===== config.mk =====
export PLATFORM = sky130hd
export DESIGN_NAME = timer_scheduler
export DESIGN_NICKNAME = d
export VERILOG_FILES = /design/src/rtl/timer_sched_pkg.sv /design/src/rtl/timer_scheduler_rr_arbiter.sv /design/src/rtl/timer_scheduler.sv
export SDC_FILE = /design/constraint.sdc
export NUM_CORES = 1
export LEC_CHECK = 0
export BUFFER_PORTS_ARGS = -buffer_cell sky130_fd_sc_hd__buf_2
export CAP_MARGIN = 5
export CORE_UTILIZATION = 57
export DETAILED_ROUTE_END_ITERATION = 16
export PLACE_DENSITY = 0.87
export SYNTH_ARGS = -nofsm -noshare
export SYNTH_HDL_FRONTEND = slang
export SYNTH_SLANG_ARGS = --single-unit
export TNS_END_PERCENT = 50

===== constraint.sdc =====
create_clock -name clk -period 9.25 [get_ports clk]
set_input_delay 1.85 -clock clk [delete_from_list [all_inputs] [get_ports clk]]
set_output_delay 1.85 -clock clk [all_outputs]
set_load 0.05 [all_outputs]

===== src/rtl/timer_sched_pkg.sv =====
// Shared types and defaults for the timer_scheduler block.
// Optional feature macro used by the block: TIMER_SCHED_ABORT_EN.
package timer_sched_pkg;

  typedef enum logic [1:0] {
    IDLE = 2'd0,
    RUN  = 2'd1,
    DONE = 2'd2
  } state_t;

  localparam int DEF_N       = 26;
  localparam int DEF_NUM_REQ = 4;

endpackage


===== src/rtl/timer_scheduler_rr_arbiter.sv =====
// Combinational round-robin arbiter: picks the first requester strictly
// after last_idx, wrapping modulo NUM_REQ.
module rr_arbiter
  import timer_sched_pkg::*;
#(
  parameter int NUM_REQ = DEF_NUM_REQ,
  parameter int IW      = $clog2(DEF_NUM_REQ)
) (
  input  logic [NUM_REQ-1:0] req,
  input  logic [IW-1:0]      last_idx,
  output logic [NUM_REQ-1:0] pick,
  output logic               valid
);

  logic [IW-1:0] idx;

  // Scan from last_idx+1 around the ring; first asserted request wins.
  always_comb begin
    pick  = '0;
    valid = 1'b0;
    idx   = '0;
    for (int k = 1; k <= NUM_REQ; k++) begin
      idx = IW'((int'(last_idx) + k) % NUM_REQ);
      if (!valid && req[idx]) begin
        pick[idx] = 1'b1;
        valid     = 1'b1;
      end
    end
  end

endmodule


===== src/rtl/timer_scheduler.sv =====
// timer_scheduler: NUM_REQ requesters share one N-bit interval counter.
// Round-robin grant, IDLE -> RUN -> DONE -> IDLE per interval.
// Optional: define TIMER_SCHED_ABORT_EN to let the owner abort its interval
// by dropping req during RUN (no done pulse in that case).
module timer_scheduler
  import timer_sched_pkg::*;
#(
  parameter int N       = DEF_N,
  parameter int NUM_REQ = DEF_NUM_REQ
) (
  input  logic                 clk,
  input  logic                 reset,
  input  logic [NUM_REQ-1:0]   req,
  input  logic [NUM_REQ*N-1:0] dur,
  output logic [NUM_REQ-1:0]   grant,
  output logic [NUM_REQ-1:0]   done,
  output logic                 busy,
  output logic [N-1:0]         count
);

  localparam int            IW       = (NUM_REQ > 1) ? $clog2(NUM_REQ) : 1;
  localparam logic [IW-1:0] LAST_RST = IW'(NUM_REQ - 1);

  state_t               state_q, state_d;
  logic [NUM_REQ-1:0]   grant_q, grant_d;
  logic [N-1:0]         count_q, count_d;
  logic [N-1:0]         dur_q, dur_d;
  logic [IW-1:0]        last_q, last_d;

  logic [NUM_REQ-1:0]   pick;
  logic                 pick_vld;
  logic [N-1:0]         dur_sel;
  logic [IW-1:0]        grant_idx;
  logic                 abort;
  logic                 term;

  rr_arbiter #(
    .NUM_REQ (NUM_REQ),
    .IW      (IW)
  ) u_rr_arbiter (
    .req      (req),
    .last_idx (last_q),
    .pick     (pick),
    .valid    (pick_vld)
  );

  // Mux out the duration slice of the requester about to be granted.
  always_comb begin
    dur_sel = '0;
    for (int i = 0; i < NUM_REQ; i++) begin
      if (pick[i]) dur_sel = dur[i*N +: N];
    end
  end

  // Encode the one-hot grant into the index remembered as last-granted.
  always_comb begin
    grant_idx = '0;
    for (int i = 0; i < NUM_REQ; i++) begin
      if (grant_q[i]) grant_idx = IW'(i);
    end
  end

  // Interval end and (optional) owner abort conditions.
  always_comb begin
    term = (count_q == dur_q - N'(1));
`ifdef TIMER_SCHED_ABORT_EN
    abort = ~|(req & grant_q);
`else
    abort = 1'b0;
`endif
  end

  // Next-state logic; dur is sampled only on the grant edge.
  always_comb begin
    state_d = state_q;
    grant_d = grant_q;
    count_d = count_q;
    dur_d   = dur_q;
    last_d  = last_q;
    case (state_q)
      IDLE: begin
        if (pick_vld) begin
          grant_d = pick;
          count_d = '0;
          dur_d   = dur_sel;
          state_d = (dur_sel != '0) ? RUN : DONE;
        end
      end
      RUN: begin
        if (abort) begin
          state_d = IDLE;
          grant_d = '0;
          count_d = '0;
          last_d  = grant_idx;
        end else if (term) begin
          state_d = DONE;
          count_d = '0;
        end else begin
          count_d = count_q + N'(1);
        end
      end
      DONE: begin
        state_d = IDLE;
        grant_d = '0;
        last_d  = grant_idx;
      end
      default: begin
        state_d = IDLE;
        grant_d = '0;
        count_d = '0;
      end
    endcase
  end

  // State registers with synchronous active-high reset.
  always_ff @(posedge clk) begin
    if (reset) begin
      state_q <= IDLE;
      grant_q <= '0;
      count_q <= '0;
      dur_q   <= '0;
      last_q  <= LAST_RST;
    end else begin
      state_q <= state_d;
      grant_q <= grant_d;
      count_q <= count_d;
      dur_q   <= dur_d;
      last_q  <= last_d;
    end
  end

  assign grant = grant_q;
  assign done  = (state_q == DONE) ? grant_q : '0;
  assign busy  = (state_q != IDLE);
  assign count = count_q;

endmodule


==> results.md <==
* Worst Tran Pin Value at 1.218 ns
* Final setup fails at 0
* CTS buffer count at 9
* Avg Inst Size Synth at 7.767 µm²
* Antenna cells at 0
* Post-synth EDFFs at 0
* CP Data Required Time at 9.55 ns
* Largest net degree at the start of global routing at 33
* Via/cell ratio at 6.275
* GPL Wtd Cong at 0.9116
* Register area share after synthesis at 24.74%
* Initial antenna violation count at 0
* Starting DRT DRC Count at 268
* Endpoint class of the critical path: register
* CP Data Arrival Time at 5.33 ns
* Clock tree sinks at 60
* Xor/xnor share of the synthesized area at 9.923%
* Layout cell share with drive strength beyond 1 at 26.08%
* Total power at 0.0007801 W
* Yosys warning count at 0
* Multi-input gate area at 3395 µm²
* GR Overflow Total at 0
* Hold buffers post-CTS at 0
* Hold Crit Class: reg2reg
* Top cell type by total area after synthesis: dfxtp_1
* Vias in the first global route at 4741
* Wirelength, routed at 15010 µm
* Clk_lat worst skew at 0.35 ns
* Final hold slack at 0.4746 ns
* Critical Path Fanout Max at 28
* Setup Fix Bufs, Post-CTS at 0
* Layout area overhead at 17.40%
* Main combinational cell family by area after synthesis: simple AND/OR/NAND/NOR gates
* Total GRT Usage at 34.50%
* Top Ports at 145
* Synth Flop Type: dfxtp_1
* Synth Area in Simple Gates at 27.22%
* Worst Setup Path Type: in2reg
* Outcome: completed
* Root Driver: clkbuf_8
* Setup TNS Final at 0 ns
* Commonest cells in the netlist: 78 x nor2_1, 63 x nand2_1, 60 x dfxtp_1
* Detailed Place HPWL at 11670 µm
* Vias at 5302
* Relative slew margins at 18.73%
* Mux cell area share after synthesis at 4.330%
* Storage element area at 1201 µm²
* Synthesized area at 4855 µm²
* Die Width at 94.29 µm
* Pwr Density at 136.9 nW/µm²
* Final Critical Period at 5.039 ns
* Syn nets at 745
* Period utilization at 54.48%
* Top post-synthesis cells by area: dfxtp_1 25%, nor2_1 6.0%, xnor2_1 5.6%
* CP startpoint kind: input port
* # rows at 33
* DR DRC count at 0
* #FFs+latches synth at 60
* Port bufs at 144
* Post-synthesis compound-gate area fraction at 25.70%
* Nets at 855
* Wire per inst at 17.77 µm
* Asr flop ratio synth at 0%
* CTS clock-pin slew for the worst setup and hold paths at 0.07 ns
* Final Hold Fails at 0
* Post-Synthesis Cells at 625
* CTS resizes at 0
* Worst-case vdd ir drop at 0.07361 mV
* Fmax at 198.5 MHz
* Bufs on Longest Clock Path at 2
* Die area at 8890 µm²
* Count of different cell masters after synthesis at 78
* Max Slew Vio Count at 0
* Synth top area share at 24.74%
* Detail Route Antenna Nets at 0
* Core area at 8217 µm²
* Post-synthesis adder-cell area fraction at 2.577%
* RSZ-0062 raised after global routing: false
* Fin Clk Skew at 0.008471 ns
* Htree depth at 3
* Starting Density at 59.08%
* Fillers at 705
* Drt pass-1 iters at 5
* Leakage power at 2.320 nW
* Most common cell in the netlist: nor2_1
* CTS tree: built
* First-pass GRT wire length at 23580 µm
* Die H at 94.29 µm
* Maxcap violations at 0
==> power by group <==
group | internal, W | switching, W
clock network | 0.000126 | 0.000120
registers | 0.000273 | 0.0000273
logic | 0.0000954 | 0.000139
total | 0.000494 | 0.000286
==> critical path, stage by stage <==
cell	delay, ns
buf_2	0.16
mux4_2	0.60
a21oi_1	0.16
o32ai_1	0.16
or2_1	0.61
a221oi_1	0.54
o21ai_1	0.21
nor4_1	0.40
nand3_1	0.17
nor4_1	0.30
o21ba_1	0.17
==> registers in the layout (all words and copies together), names as in the netlist <==
signal / count
dur_q: 26
state_q: 2
grant: 4
count: 26
last_q: 2
==> metal layers <==
layer  wire length, µm  global-route usage [%]  vias to the layer above
li1                  -                       -                     2522
met1              6459                   44.55                     2450
met2              6864                   53.86                      283
met3              1048                   6.715                       47
met4               640                   18.08                        0
met5                 0                       0                        -
==> layout make-up <==
type	count	area share [%]
Clock buffer	9	2.173
Sequential cell	60	21.08
Inverter	12	0.7903
Multi-Input combinational cell	507	59.56
Timing Repair Buffer	145	12.78
Clock inverter	7	1.317
Tap cell	105	2.305
==> cells in the final DEF (no fill, tap or decap), drive strengths merged, types with 12 or more instances in the layout <==
cell and n:
buf 145, o21ai 37, nor3 23, xnor2 31, nand2 66, nor4 16, xor2 24, a221oi 19
a211oi 15, inv 13, nand3 18, dfxtp 60, nor2 79, mux2i 12, a21oi 24
==> path summary, 6_finish.rpt <==
| path | cells past startpoint | slack, ns | endpoint | start |
|---|---|---|---|---|
| max | 11 | 4.21 | state_q[1]$_SDFFE_PP0P_ | req[2] |
| min | 2 | 0.47 | dur_q[25]$_SDFFE_PP0P_ | dur_q[25]$_SDFFE_PP0P_ |
| max reg2reg | 12 | 4.35 | state_q[1]$_SDFFE_PP0P_ | last_q[0]$_SDFFE_PP1N_ |
| min reg2reg | 2 | 0.47 | dur_q[25]$_SDFFE_PP0P_ | dur_q[25]$_SDFFE_PP0P_ |
==> cells by family after synthesis <==
kind of cell,after synthesis
AOI/OAI and AO/OA,159
xor gates and xnor gates,55
adders and majority gates,10
buffers and inverters,58
DFF,60
muxes,17
and+or+nand+nor,266
==> metrics by stage <==
step | cell area, µm² | worst slack, ns | util, % | instances
after floorplan | 4855 | 4.769 | - | 625
after global placement | 5500 | 4.091 | 66.94 | 829
after detailed placement | 5500 | 3.996 | 66.94 | 829
after CTS | 5699 | 4.351 | 69.36 | 845
after global routing | 5699 | 3.987 | 69.36 | 845
final | 5699 | 4.211 | 69.36 | 845
Note: power is estimated with default switching activity, not from simulation.
